==> src/rtl/bus_dispatch_pkg.sv <==
// Shared types and constants for the bus dispatcher and its arbiter sibling.
package bus_dispatch_pkg;

  localparam int DEFAULT_BUS_WIDTH = 128;
  localparam int DEFAULT_LEVELS    = 7;
  localparam int DEFAULT_BURST_LEN = 9;

  typedef enum logic {
    S_SEEK  = 1'b0,
    S_GRANT = 1'b1
  } state_t;

  // Consumer index width; at least one bit even for tiny LEVELS.
  function automatic int ptr_width(input int levels);
    return (levels > 2) ? $clog2(levels) : 1;
  endfunction

  // Beat counter must be able to hold the value BURST_LEN itself.
  function automatic int cnt_width(input int burst_len);
    return $clog2(burst_len + 1);
  endfunction

endpackage

==> src/rtl/rr_pick.sv <==
// Cyclic first-one finder: returns the first index at or after i_start
// whose request bit is set. Purely combinational.
module rr_pick #(
  parameter int LEVELS = 7,
  parameter int PW     = 3
) (
  input  logic [LEVELS-1:0] i_req,
  input  logic [PW-1:0]     i_start,
  output logic [PW-1:0]     o_idx,
  output logic              o_found
);

  // Scan offsets from farthest to nearest so the nearest hit wins.
  always_comb begin
    int          w_j;
    logic [PW-1:0] w_cand;
    o_idx   = i_start;
    o_found = 1'b0;
    w_j     = 0;
    w_cand  = '0;
    for (int k = LEVELS - 1; k >= 0; k--) begin
      w_j = int'(i_start) + k;
      if (w_j >= LEVELS) begin
        w_j = w_j - LEVELS;
      end
      w_cand = PW'(w_j);
      if (i_req[w_cand]) begin
        o_idx   = w_cand;
        o_found = 1'b1;
      end
    end
  end

endmodule

==> src/rtl/bus_dispatch.sv <==
// Round-robin stream distributor: deals bursts of up to BURST_LEN beats from
// one valid/ready input to LEVELS consumers through a single registered stage.
// Optional macro BUS_DISPATCH_SKIP_EN: seek jumps straight to the next ready
// consumer in one cycle instead of stepping one index per cycle.
module bus_dispatch
  import bus_dispatch_pkg::*;
#(
  parameter int BUS_WIDTH    = DEFAULT_BUS_WIDTH,
  parameter int LEVELS       = DEFAULT_LEVELS,
  parameter int BURST_LEN    = DEFAULT_BURST_LEN,
  parameter int OUTPUT_WIDTH = BUS_WIDTH * LEVELS
) (
  input  logic                    clk,
  input  logic                    rst,
  input  logic                    in_valid,
  input  logic [BUS_WIDTH-1:0]    in_stream,
  output logic                    in_ready,
  input  logic [LEVELS-1:0]       out_ready,
  output logic [LEVELS-1:0]       out_valid,
  output logic [OUTPUT_WIDTH-1:0] out_stream
);

  localparam int PW = ptr_width(LEVELS);
  localparam int CW = cnt_width(BURST_LEN);
  localparam logic [PW-1:0] LAST_IDX  = PW'(LEVELS - 1);
  localparam logic [CW-1:0] BURST_MAX = CW'(BURST_LEN);

  state_t               r_state;
  logic [PW-1:0]        r_ptr;
  logic [CW-1:0]        r_beat_cnt;
  logic                 r_buf_valid;
  logic [BUS_WIDTH-1:0] r_buf_data;
  logic [PW-1:0]        r_buf_dest;

  state_t               w_state_nxt;
  logic [PW-1:0]        w_ptr_nxt;
  logic [CW-1:0]        w_cnt_nxt;
  logic [CW-1:0]        w_cnt_inc;
  logic                 w_buf_dest_ready;
  logic                 w_accept;

  // Explicit compare against the last index: LEVELS need not be a power of two.
  function automatic logic [PW-1:0] f_wrap(input logic [PW-1:0] p);
    return (p == LAST_IDX) ? '0 : p + 1'b1;
  endfunction

  assign w_buf_dest_ready = out_ready[r_buf_dest];
  assign w_cnt_inc        = r_beat_cnt + 1'b1;
  assign in_ready         = (r_state == S_GRANT)
                          && (!r_buf_valid || w_buf_dest_ready)
                          && (r_beat_cnt < BURST_MAX);
  assign w_accept         = in_valid && in_ready;

`ifdef BUS_DISPATCH_SKIP_EN
  logic [PW-1:0] w_pick_idx;
  logic          w_pick_found;

  rr_pick #(
    .LEVELS (LEVELS),
    .PW     (PW)
  ) u_rr_pick (
    .i_req   (out_ready),
    .i_start (r_ptr),
    .o_idx   (w_pick_idx),
    .o_found (w_pick_found)
  );
`endif

  // Next-state logic: seek for a ready consumer, then stream the burst.
  always_comb begin
    w_state_nxt = r_state;
    w_ptr_nxt   = r_ptr;
    w_cnt_nxt   = r_beat_cnt;
    case (r_state)
      S_SEEK: begin
`ifdef BUS_DISPATCH_SKIP_EN
        if (in_valid && w_pick_found) begin
          w_ptr_nxt   = w_pick_idx;
          w_state_nxt = S_GRANT;
          w_cnt_nxt   = '0;
        end
`else
        if (in_valid && out_ready[r_ptr]) begin
          w_state_nxt = S_GRANT;
          w_cnt_nxt   = '0;
        end else if (in_valid) begin
          w_ptr_nxt = f_wrap(r_ptr);
        end
`endif
      end
      S_GRANT: begin
        // An idle input ends the grant; a stalled consumer never does.
        if (!in_valid) begin
          w_state_nxt = S_SEEK;
          w_ptr_nxt   = f_wrap(r_ptr);
        end else if (w_accept) begin
          w_cnt_nxt = w_cnt_inc;
          if (w_cnt_inc == BURST_MAX) begin
            w_state_nxt = S_SEEK;
            w_ptr_nxt   = f_wrap(r_ptr);
          end
        end
      end
      default: begin
        w_state_nxt = S_SEEK;
      end
    endcase
  end

  // FSM, pointer and burst counter registers.
  always_ff @(posedge clk or posedge rst) begin
    if (rst) begin
      r_state    <= S_SEEK;
      r_ptr      <= '0;
      r_beat_cnt <= '0;
    end else begin
      r_state    <= w_state_nxt;
      r_ptr      <= w_ptr_nxt;
      r_beat_cnt <= w_cnt_nxt;
    end
  end

  // Output buffer: load on accept (drain+load is bubble-free), else drain.
  always_ff @(posedge clk or posedge rst) begin
    if (rst) begin
      r_buf_valid <= 1'b0;
      r_buf_data  <= '0;
      r_buf_dest  <= '0;
    end else if (w_accept) begin
      r_buf_valid <= 1'b1;
      r_buf_data  <= in_stream;
      r_buf_dest  <= r_ptr;
    end else if (r_buf_valid && w_buf_dest_ready) begin
      r_buf_valid <= 1'b0;
    end
  end

  // Fan the buffer out to its destination slice; other slices stay zero.
  for (genvar gi = 0; gi < LEVELS; gi++) begin : g_out
    assign out_valid[gi] = r_buf_valid && (r_buf_dest == PW'(gi));
    assign out_stream[gi*BUS_WIDTH +: BUS_WIDTH] =
      out_valid[gi] ? r_buf_data : '0;
  end

endmodule

==> config.mk <==
export PLATFORM = sky130hd
export DESIGN_NAME = bus_dispatch
export DESIGN_NICKNAME = d
export VERILOG_FILES = /design/src/rtl/bus_dispatch_pkg.sv /design/src/rtl/rr_pick.sv /design/src/rtl/bus_dispatch.sv
export SDC_FILE = /design/constraint.sdc
export NUM_CORES = 1
export LEC_CHECK = 0
export ABC_AREA = 1
export BUFFER_PORTS_ARGS = -buffer_cell sky130_fd_sc_hd__buf_4
export CAP_MARGIN = 15
export CORE_AREA = 4 4 405 407
export CTS_BUF_LIST = sky130_fd_sc_hd__clkbuf_16
export CTS_CLUSTER_DIAMETER = 30
export CTS_CLUSTER_SIZE = 25
export DETAILED_ROUTE_END_ITERATION = 8
export DIE_AREA = 0 0 409 411
export SLEW_MARGIN = 0
export SYNTH_ARGS = -nofsm -noshare
export SYNTH_HDL_FRONTEND = slang
export SYNTH_SLANG_ARGS = --single-unit
==> constraint.sdc <==
create_clock -name clk -period 4.8 [get_ports clk]
set_clock_uncertainty 0.2 [all_clocks]
set_input_delay 0 -clock clk [delete_from_list [all_inputs] [get_ports clk]]
set_output_delay 0 -clock clk [all_outputs]
set_load 0.05 [all_outputs]
== Word level (Yosys, flattened, before mapping) ==
Index checks and enable logic that the tools add are counted.

* Bitwise logic cells: 1
* Reduce and logical (&&, ||, !) cells: 18
* Eq/ne operators: 15
* Add/subtract/negate cells: 2
* Magnitude comparators: 3
* Multiplexer cells: 29

{| class="wikitable"
|+ Operators by type and width
! cell !! number
|-
| two-way mux 128 bit || 7
|-
| two-way mux 3 bit || 6
|-
| == test 3 bit, second input constant || 4
|-
| logical AND 1 bit || 12
|-
| two-way mux 4 bit || 3
|-
| less-than comparator 3 x 4 -> 1 bit, second input constant || 2
|-
| two-way mux 1 bit || 8
|-
| inequality test 2 bit, second input constant || 4
|-
| case mux 4 bit (2 select lines) || 1
|-
| binary-select mux 1 bit (select 3 bit) || 2
|-
| == test 3 x 2 -> 1 bit, second input constant || 2
|-
| inequality test 3 x 2 -> 1 bit, second input constant || 2
|-
| case mux 3 bit (2 select lines) || 1
|-
| adder 4 x 1 -> 4 bit, second input constant || 1
|-
| == test 4 bit, second input constant || 1
|-
| less-than comparator 4 bit, second input constant || 1
|-
| AND reduction 4 bit || 1
|-
| adder 3 x 1 -> 3 bit, second input constant || 1
|-
| == test 3 x 1 -> 1 bit, second input constant || 1
|-
| logical NOT 3 bit || 1
|-
| AND reduction 3 bit || 1
|-
| inequality test 2 x 1 -> 1 bit, second input constant || 1
|-
| case mux 1 bit (2 select lines) || 1
|-
| nonzero test 2 bit || 1
|-
| 3 further kinds || 3
|}

* Word-level logic and storage cells: 74
* Output and inout port bits: 904
* Bits in registers: 140
* Input port bits: 138

== Longest topological paths before layout ==
Gate-level depths: netlist (run 1).

* Word-level depth: 9
* Gate-level depth with buffers: 11
* Mapped depth without buffers: 11

== Worst setup path before layout (run 1) ==
No wires, ideal clock.

* Path type: reg-to-output
* Start: reg r_buf_dest[2]
* End: out out_stream[391]
* Stages on the path, launching flop included: 8
* Slack: 1.712 ns
* Buffers on the path: 2
* Arrival time: 2.888 ns
* Data required time: 4.600 ns
* Path through: dfrtp_1 -> nor2_1 -> inv_1 -> nor3_1 -> inv_1 -> clkbuf_1 -> buf_2 -> nor2_1

* Cells in the longest elaborated chain, start to end: 3

{| class="wikitable"
|+ Ends and longest elaborated chain
! item !! RTL line !! source
|-
| start, declared || bus_dispatch.sv:33 || <nowiki>logic [PW-1:0] r_buf_dest;</nowiki>
|-
| start signal, assigned || bus_dispatch.sv:132 || <nowiki>r_buf_dest <= r_ptr;</nowiki>
|-
| == test 3 x 2 -> 1 bit || bus_dispatch.sv:140 || <nowiki>assign out_valid[gi] = r_buf_valid && (r_buf_dest == PW'(gi));</nowiki>
|-
| logical AND 1 bit || bus_dispatch.sv:140 ||
|-
| via out_valid[3] || bus_dispatch.sv:19 || <nowiki>output logic [LEVELS-1:0] out_valid,</nowiki>
|-
| two-way mux 128 bit || bus_dispatch.sv:142 || <nowiki>out_valid[gi] ? r_buf_data : '0;</nowiki>
|-
| end, declared || bus_dispatch.sv:20 || <nowiki>output logic [OUTPUT_WIDTH-1:0] out_stream</nowiki>
|}

The timed path passes the listed nets, and every way through them passes these cells.

== Final worst setup path (run 1) ==
* Start: reg r_ptr[0]
* End: reg r_beat_cnt[1]

* Cells in the longest elaborated chain, start to end: 5

{| class="wikitable"
|+ Ends and longest elaborated chain
! item !! RTL line !! source
|-
| start, declared || bus_dispatch.sv:29 || <nowiki>logic [PW-1:0] r_ptr;</nowiki>
|-
| start signal, assigned || bus_dispatch.sv:118 || <nowiki>r_ptr <= w_ptr_nxt;</nowiki>
|-
| binary-select mux 1 bit (select 3 bit) || bus_dispatch.sv:83 || <nowiki>if (in_valid && out_ready[r_ptr]) begin</nowiki>
|-
| two-way mux 1 bit (not written as such) || bus_dispatch.sv:83 ||
|-
| logical AND 1 bit || bus_dispatch.sv:83 ||
|-
| inequality test 2 bit (no line) || n/a ||
|-
| AND reduction 3 bit (no line) || n/a ||
|-
| end signal, assigned || bus_dispatch.sv:119 || <nowiki>r_beat_cnt <= w_cnt_nxt;</nowiki>
|-
| end, declared || bus_dispatch.sv:30 || <nowiki>logic [CW-1:0] r_beat_cnt;</nowiki>
|}

No other way between the ends. The select of a mux whose other input is x is not followed.
A chain may end at the register's enable or synchronous reset.

==> results of run 1 <==
## area by class of cell
| class | count | area [sq um] |
|---|---|---|
| Sequential cell | 140 | 3500 |
| Multi-Input combinational cell | 1244 | 5000 |
| Inverter | 161 | 639 |
| Timing Repair Buffer | 1210 | 9530 |
| Clock inverter | 14 | 169 |
| Tap cell | 2160 | 2700 |
| Antenna cell | 10 | 25.0 |
| Clock buffer | 17 | 425 |
| Fill cell | 18400 | 138000 |
## per-stage QoR
step / area (sq um) / worst slack [ps] / total power [mW] / hold slack, ps / utilization
finish: 22000 / 1030 / 13.8 / 87.7 / 0.137
global route: 22000 / 855 / 14.4 / 27.2 / 0.137
CTS: 22000 / 1060 / 13.9 / 0.670 / 0.137
detailed placement: 19900 / 1930 / 12.1 / -135 / 0.124
global placement: 19900 / 1980 / 12.0 / -134 / 0.124
floorplan: 9750 / 847 / 7.92 / -53.1 / -
## where the power goes
| part | internal, mW | switching (mW) | total (mW) | leakage, nW |
|---|---|---|---|---|
| clock network | 0.817 | 0.736 | 1.55 | 0.291 |
| registers | 1.72 | 0.166 | 1.88 | 1.53 |
| logic | 2.09 | 8.26 | 10.4 | 10.6 |
## layout by cell type (no fill, tap or decap), drive strengths merged, types with 10 or more instances in the layout
master and count:
buf 1060, nor2 1040, inv 163, dlygate4sd3 150, dfrtp 140, a21oi 132
nand2 37, clkbuf 17, nand3 16, diode 10
## cells by family (layout without fill, tap and decap cells)
family / after synthesis / after routing / synth area share
AO/OA/AOI/OAI: 142 / 142 / 0.0804
buffers and inverters: 289 / 1402 / 0.128
flip-flops: 140 / 140 / 0.359
adder cells (fa/ha/maj): 2 / 2 / 0.00257
AND/OR/NAND/NOR: 1100 / 1100 / 0.429
other: 0 / 10 / 0
## worst reg2reg max path, delay by kind of cell (launching register included)
kind	cells	cell delay, ps
AOI/OAI and AO/OA	1	190
buffers and inverters	6	2520
DFF	1	440
and+or+nand+nor	5	400
## worst min-delay path by stage
stage | depth (start not counted) | endpoint | slack (ps) | start
2_1_floorplan | 2 | r_beat_cnt[1]$_DFFE_PP0P_ | -50 | in_valid
3_3_place_gp | 2 | r_buf_dest[1]$_DFFE_PP0P_ | -130 | rst
3_5_place_dp | 2 | r_buf_dest[1]$_DFFE_PP0P_ | -140 | rst
4_1_cts | 4 | r_buf_data[120]$_DFFE_PP0P_ | 0.7 | in_stream[120]
5_1_grt | 4 | r_buf_data[71]$_DFFE_PP0P_ | 30 | in_stream[71]
6_report | 4 | r_buf_data[120]$_DFFE_PP0P_ | 90 | in_stream[120]
## routing by layer
| metal | vias up | part of all wire | GRT usage |
|---|---|---|---|
| met5 | - | 0.00028 | 0 |
| met4 | 4 | 0.030 | 0.0396 |
| met3 | 125 | 0.095 | 0.0358 |
| met2 | 923 | 0.49 | 0.184 |
| met1 | 7564 | 0.38 | 0.123 |
| li1 | 7156 | - | - |
## registers in the layout, summed over array words and instances, names as in the netlist
signal / flops
r_beat_cnt: 4
r_buf_data: 128
r_buf_dest: 3
r_buf_valid: 1
r_ptr: 3
r_state: 1
## repair_timing
action	4_1_cts	5_1_grt
hold buffers	150	0
endpoints found under the hold margin	277	0
setup buffers	0	0
==> run_results.csv, run 1 <==
group,metric,value,unit
synth,yosys.area.top_type_share,0.400,
setup_path,crit_arrival,4030,ps
synth,synth_ff_type,"dfrtp_1",
setup_path,cp_cell_sequence,"inv_1 -> nand3_1 -> nand3_1 -> dlygate4sd3_1 -> nor2_1 -> dlygate4sd3_1 -> nor2_1 -> dlygate4sd3_1 -> inv_1 -> nand2_1 -> o21ai_0 -> dlygate4sd3_1",
status,status,"complete, no violations",
setup_path,rrSetupSlack,1030,ps
hold_path,hold_path.class,"in -> reg",
floorplan,start_util,0.0609,
setup_path,cp_common_cell,"dlygate4sd3_1",
route,drtIter0Drc,1359,
synth,yosysWarnings,0,
cts,clkSinkCount,140,
floorplan,boundaryPins,1042,
floorplan,die_h,411,um
floorplan,rows,147,
setup_path,critPathKind,"reg -> reg",
global_route,grt_pass1_wl,123,mm
synth,synthArstFlopShare,1.00,
synth,synth_most_common_cell,"nor2_1",
synth,synth_edf_count,0,
synth,mappedNetlistNets,1813,
final_layout,synthToLayoutAreaGrowth,126,%
sta,worstMarginPinSlew,1080,ps
final_layout,drive_gt1_frac,0.403,
cts,h-tree-depth,4,
global_route,first_global_vias,14400,
setup_path,worst-path-stages,12,
setup_path,required,5060,ps
global_route,grt_antenna_before_repair,12,
cts,clock_latency,510,ps
sta,post-route-min-period,3770,ps
cts,clockRootBuffer,"clkbuf_16",
synth,ys_seq_area_frac,0.359,
global_route,grtUsageTotal,0.107,
final_layout,nNetsFinal,2914,
place,dp.final_hpwl,75.8,mm
sta,slew_headroom,0.281,
synth,synthCells,1673,
place,place_inst,4765,
sta,maxSlewViolCount,0,
floorplan,die_w,409,um
cts,clockBufferDepth,2,
route,vias_per_cell,3.18,
sta,setup_tns,0,ps
sta,finalHoldViolCount,0,
route,wire_per_inst,19.5,um
sta,rsz0062_at_grt,"no",
route,antenna_left,0,
synth,synth_top_area_cell,"nor2_1",
setup_path,cp-startpoint,"r_ptr[0]$_DFFE_PP0P_",
floorplan,fp.dieArea,168000,sq um
setup_path,critPathMaxFanout,8,
setup_path,critPathBufInv,6,
global_route,overflow,0,
synth,yosysUniqueCellTypes,23,
setup_path,startpoint_type,"flip-flop",
synth,synth_area,9750,sq um
route,vias,15800,
setup_path,reg2reg_from,"r_ptr[0]$_DFFE_PP0P_",
cts,clkTransAtPathRegs,100,ps
setup_path,slowest_stage,"dlygate4sd3_1",
synth,synth-seq-cells,140,
setup_path,timing.rr.end,"r_beat_cnt[1]$_DFFE_PP0P_",
synth,ys_top_cells_by_count,"nor2_1, inv_1, dfrtp_1",
setup_path,critPathTopFamily,"buffers and inverters",
floorplan,design.core.area,160000,sq um
place,gp_congestion,0.783,
setup_path,end_kind,"flip-flop",
power_and_ir_drop,ir_worst_vdd,0.321,mV
flow_run,cap_violations,0,
synth,synthTopCellsByArea,"nor2_1, dfrtp_1, inv_1, a21oi_1, buf_2",
route,route.detailed.drc,0,
cts,cts_tree,"built",
route,first_pass_iters,5,
power_and_ir_drop,power.density,627,nW/um^2
synth,syn_avg_cell_area,5.83,sq um
setup_path,slowest_delay,580,ps
setup_path,reg2reg_depth,12,
setup_path,endpoint,"r_beat_cnt[1]$_DFFE_PP0P_",
power_and_ir_drop,p_leak,12.4,nW
route,routed_wl,96.5,mm
cts,ctsResizeCount,0,
global_route,grt_max_degree,91,
sta,fmax,0.265,GHz
cts,cts_buffers,17,
place,io_buffer_count,1041,
final_layout,fin_cells,4956,
sta,finalSetupViolations,0,
sta,finalCritPeriodShare,0.785,
Power figures use the tool's default switching activity.
==> run 2: changes to the inputs <==
--- a/config.mk
+++ b/config.mk
@@ -5,15 +5,15 @@
 export SDC_FILE = /design/constraint.sdc
 export NUM_CORES = 1
 export LEC_CHECK = 0
-export ABC_AREA = 1
+export ABC_AREA = 0
 export BUFFER_PORTS_ARGS = -buffer_cell sky130_fd_sc_hd__buf_4
 export CAP_MARGIN = 15
-export CORE_AREA = 4 4 405 407
+export CORE_AREA = 4 4 406 408
 export CTS_BUF_LIST = sky130_fd_sc_hd__clkbuf_16
 export CTS_CLUSTER_DIAMETER = 30
 export CTS_CLUSTER_SIZE = 25
 export DETAILED_ROUTE_END_ITERATION = 8
-export DIE_AREA = 0 0 409 411
+export DIE_AREA = 0 0 410 412
 export SLEW_MARGIN = 0
 export SYNTH_ARGS = -nofsm -noshare
 export SYNTH_HDL_FRONTEND = slang
==> constraint.sdc (replaced) <==
create_clock -name clk -period 3.9 [get_ports clk]
set_clock_uncertainty 0.2 [all_clocks]
set_input_delay 0 -clock clk [delete_from_list [all_inputs] [get_ports clk]]
set_output_delay 0 -clock clk [all_outputs]
set_load 0.05 [all_outputs]
==> run 2 against run 1 <==
Against the previous run:
- synthesized area rose by 22%
- utilization grew 1.4 points
- via count down 9.8%
- largest cell class unchanged
==> run_results.csv, run 2 <==
group,metric,value,unit
power_and_ir_drop,intPower,6.10,mW
sta,rsz0062_at_grt,"no",
setup_path,required,3700,ps
global_route,grt_antenna_before_repair,26,
setup_path,reg2reg_from,"r_beat_cnt[1]$_DFFE_PP0P_",
final_layout,layout_common_cells,"buf_4, and2_1, dlygate4sd3_1",
place,gp_congestion,0.755,
power_and_ir_drop,power.density,610,nW/um^2
place,dp.final_hpwl,71.3,mm
synth,synth_top_area_cell,"and2_1",
synth,mappedNetlistNets,1513,
setup_path,reg2reg_depth,7,
sta,slew_headroom,0.402,
cts,clockRootBuffer,"clkbuf_16",
setup_path,timing.rr.end,"r_buf_data[19]$_DFFE_PP0P_",
cts,clock_latency,490,ps
power_and_ir_drop,switching_share,0.592,
cts,h-tree-depth,4,
sta,worstMarginPinSlew,897,ps
synth,yosys.area.top_type_share,0.471,
final_layout,drive_gt1_frac,0.494,
route,vias,14200,
synth,synth_ff_type,"dfrtp_1",
setup_path,critPathTopFamily,"buffers and inverters",
final_layout,multiInputGateArea,7940,sq um
synth,synthCells,1373,
synth,synthTopCellsByArea,"and2_1, dfrtp_1, mux2_4, mux2_2, clkbuf_1",
final_layout,nNetsFinal,2639,
synth,synth_edf_count,0,
global_route,grtUsageTotal,0.0979,
global_route,grt_pass1_wl,115,mm
global_route,overflow,0,
final_layout,fill_cells,18300,
cts,cts_tree,"built",
setup_path,slowest_delay,690,ps
synth,syn_avg_cell_area,8.69,sq um
hold_path,min_from,"in_stream[54]",
setup_path,critPathBufInv,2,
synth,synth_most_common_cell,"and2_1",
power_and_ir_drop,combPwrFrac,0.515,
power_and_ir_drop,clockPowerShare,0.127,
final_layout,utilization,0.152,
floorplan,die_h,412,um
floorplan,design.core.area,162000,sq um
route,first_pass_iters,4,
sta,finalCritPeriodShare,0.760,
setup_path,rrSetupSlack,1060,ps
route,vias_per_cell,3.03,
setup_path,cp_common_cell,"buf_4",
route,antenna_left,0,
status,status,"complete, no violations",
setup_path,startpoint_type,"flip-flop",
floorplan,rows,148,
sta,finalHoldViolCount,0,
setup_path,end_kind,"output port",
power_and_ir_drop,ir_worst_vdd,0.344,mV
final_layout,reg_top3,"r_buf_data x128, r_beat_cnt x4",
floorplan,fp.dieArea,169000,sq um
hold_path,hold_depth,3,
power_and_ir_drop,switching_power,8.85,mW
flow_run,cap_violations,0,
final_layout,register_area,3500,sq um
synth,yosysUniqueCellTypes,37,
global_route,grt_max_degree,78,
setup_path,critPathKind,"reg -> out",
setup_path,crit_arrival,2760,ps
global_route,first_global_vias,13900,
hold_path,holdPathEnd,"r_buf_data[54]$_DFFE_PP0P_",
route,drtIter0Drc,882,
final_layout,synthToLayoutAreaGrowth,105,%
setup_path,cp_cell_sequence,"nand2b_1 -> nor3_2 -> buf_4 -> and2_1 -> buf_4",
synth,synthArstFlopShare,1.00,
route,route.detailed.drc,0,
setup_path,critPathMaxFanout,65,
cts,clockBufferDepth,2,
synth,ys_seq_area_frac,0.293,
place,io_buffer_count,1041,
synth,ys_top_cells_by_count,"and2_1, dfrtp_1, clkbuf_1",
final_layout,regMostFlops,"r_buf_data",
cts,post_cts_buffers,0,
final_layout,largest_register_ffs,128,
cts,clkTransAtPathRegs,70,ps
power_and_ir_drop,seq_power_share,0.358,
synth,yosysWarnings,0,
route,routed_wl,88.1,mm
sta,maxSlewViolCount,0,
route,wire_per_inst,18.8,um
floorplan,die_w,410,um
sta,fmax,0.337,GHz
final_layout,final_common_cell,"buf_4",
synth,synth_area,11900,sq um
setup_path,slowest_stage,"buf_4",
sta,finalSetupViolations,0,
sta,post-route-min-period,2960,ps
hold_path,hold_path.class,"in -> reg",
power_and_ir_drop,p_leak,12.2,nW
sta,setup_tns,0,ps
cts,clkSinkCount,140,
floorplan,boundaryPins,1042,
cts,cts_buffers,17,
floorplan,start_util,0.0738,
synth,synth-seq-cells,140,
run 2: changes by cell type in the layout (fill, tap and decap cells not counted), moves of 8 or more:
cell      previous run  this run
nor2_1            1040         6
and2_1               1       898
inv_1              151         8
a21oi_1            113         4
mux2_4               0        78
mux2_2               0        52
nand2_1             36        13
a21oi_2             19         0
nand3_1             15         5
buf_4             1054      1063
nand2b_1             0         8
run 2: power groups by stage:
stage          Sequential, mW  Combinational [mW]  Clock (mW)
6_report                 5.35                7.69        1.90
5_1_grt                  5.50                8.07        2.09
4_1_cts                  5.41                7.78        2.06
3_5_place_dp             5.44                7.62           0
3_3_place_gp             5.37                7.55           0
2_1_floorplan            2.92                5.58           0
run 2: kinds of logic (layout without fill, tap and decap cells):
kind of cell,after synthesis,in the layout,share of synthesized area
flip-flops,140,140,0.293
buffers and inverters,126,1264,0.0464
AND/OR/NAND/NOR,945,945,0.491
multiplexers,137,137,0.153
AO/OA/AOI/OAI,23,23,0.0145
adder cells (fa/ha/maj),2,2,0.00210
other,0,13,0
run 2: per-stage QoR:
| step | instances | instance area (sq um) | hold slack, ps | power [mW] | worst slack, ps |
|---|---|---|---|---|---|
| CTS | 4686 | 24500 | 0.234 | 15.3 | 762 |
| floorplan | 1373 | 11900 | -51.5 | 8.50 | 1760 |
| global placement | 4500 | 22300 | -61.9 | 12.9 | 1040 |
| global route | 4687 | 24500 | 32.7 | 15.7 | 722 |
| detailed placement | 4500 | 22300 | -59.7 | 13.1 | 1010 |
| finish | 4699 | 24500 | 77.9 | 14.9 | 937 |
run 2: cell type report:
| cell class | count | share of cell area |
|---|---|---|
| clock inverter | 14 | 0.00786 |
| inverter | 9 | 0.00153 |
| sequential | 140 | 0.143 |
| antenna | 13 | 0.00133 |
| clock buffer | 17 | 0.0174 |
| multi-input combinational | 1107 | 0.324 |
| tap | 2175 | 0.111 |
| timing repair buffer | 1224 | 0.394 |
run 2: how the worst max path moves through the flow:
stage,startpoint,end,slack [ps],cells past startpoint
final,r_buf_dest[2]$_DFFE_PP0P_,out_stream[91],940,5
after global routing,r_buf_dest[2]$_DFFE_PP0P_,out_stream[91],720,5
after CTS,r_buf_dest[2]$_DFFE_PP0P_,out_stream[91],760,5
after detailed placement,r_beat_cnt[0]$_DFFE_PP0P_,r_buf_data[19]$_DFFE_PP0P_,1010,7
after global placement,r_beat_cnt[1]$_DFFE_PP0P_,r_buf_data[19]$_DFFE_PP0P_,1040,7
after floorplan,r_buf_dest[2]$_DFFE_PP0P_,out_stream[118],1760,4
run 2: worst register-to-register path, stage by stage (launching register included):
cell      delay, ps
dfrtp_1         410
inv_1            90
ha_1            160
nand2b_1         90
a211oi_2        330
nand3_4         600
buf_12          450
mux2_4          400
run 2: timing repair:
| item | CTS | global route |
|---|---|---|
| hold buffers | 155 | 0 |
| hold endpoints to repair | 277 | 0 |
| gates resized for setup | 0 | 0 |
run 2: metal layers:
metal  track usage  wire [um]  up-vias
met1         0.120      35500     6949
met2         0.172      44900      693
li1              -          -     6513
met4        0.0255       1580        0
met3        0.0228       6140       70
met5             0          0        -
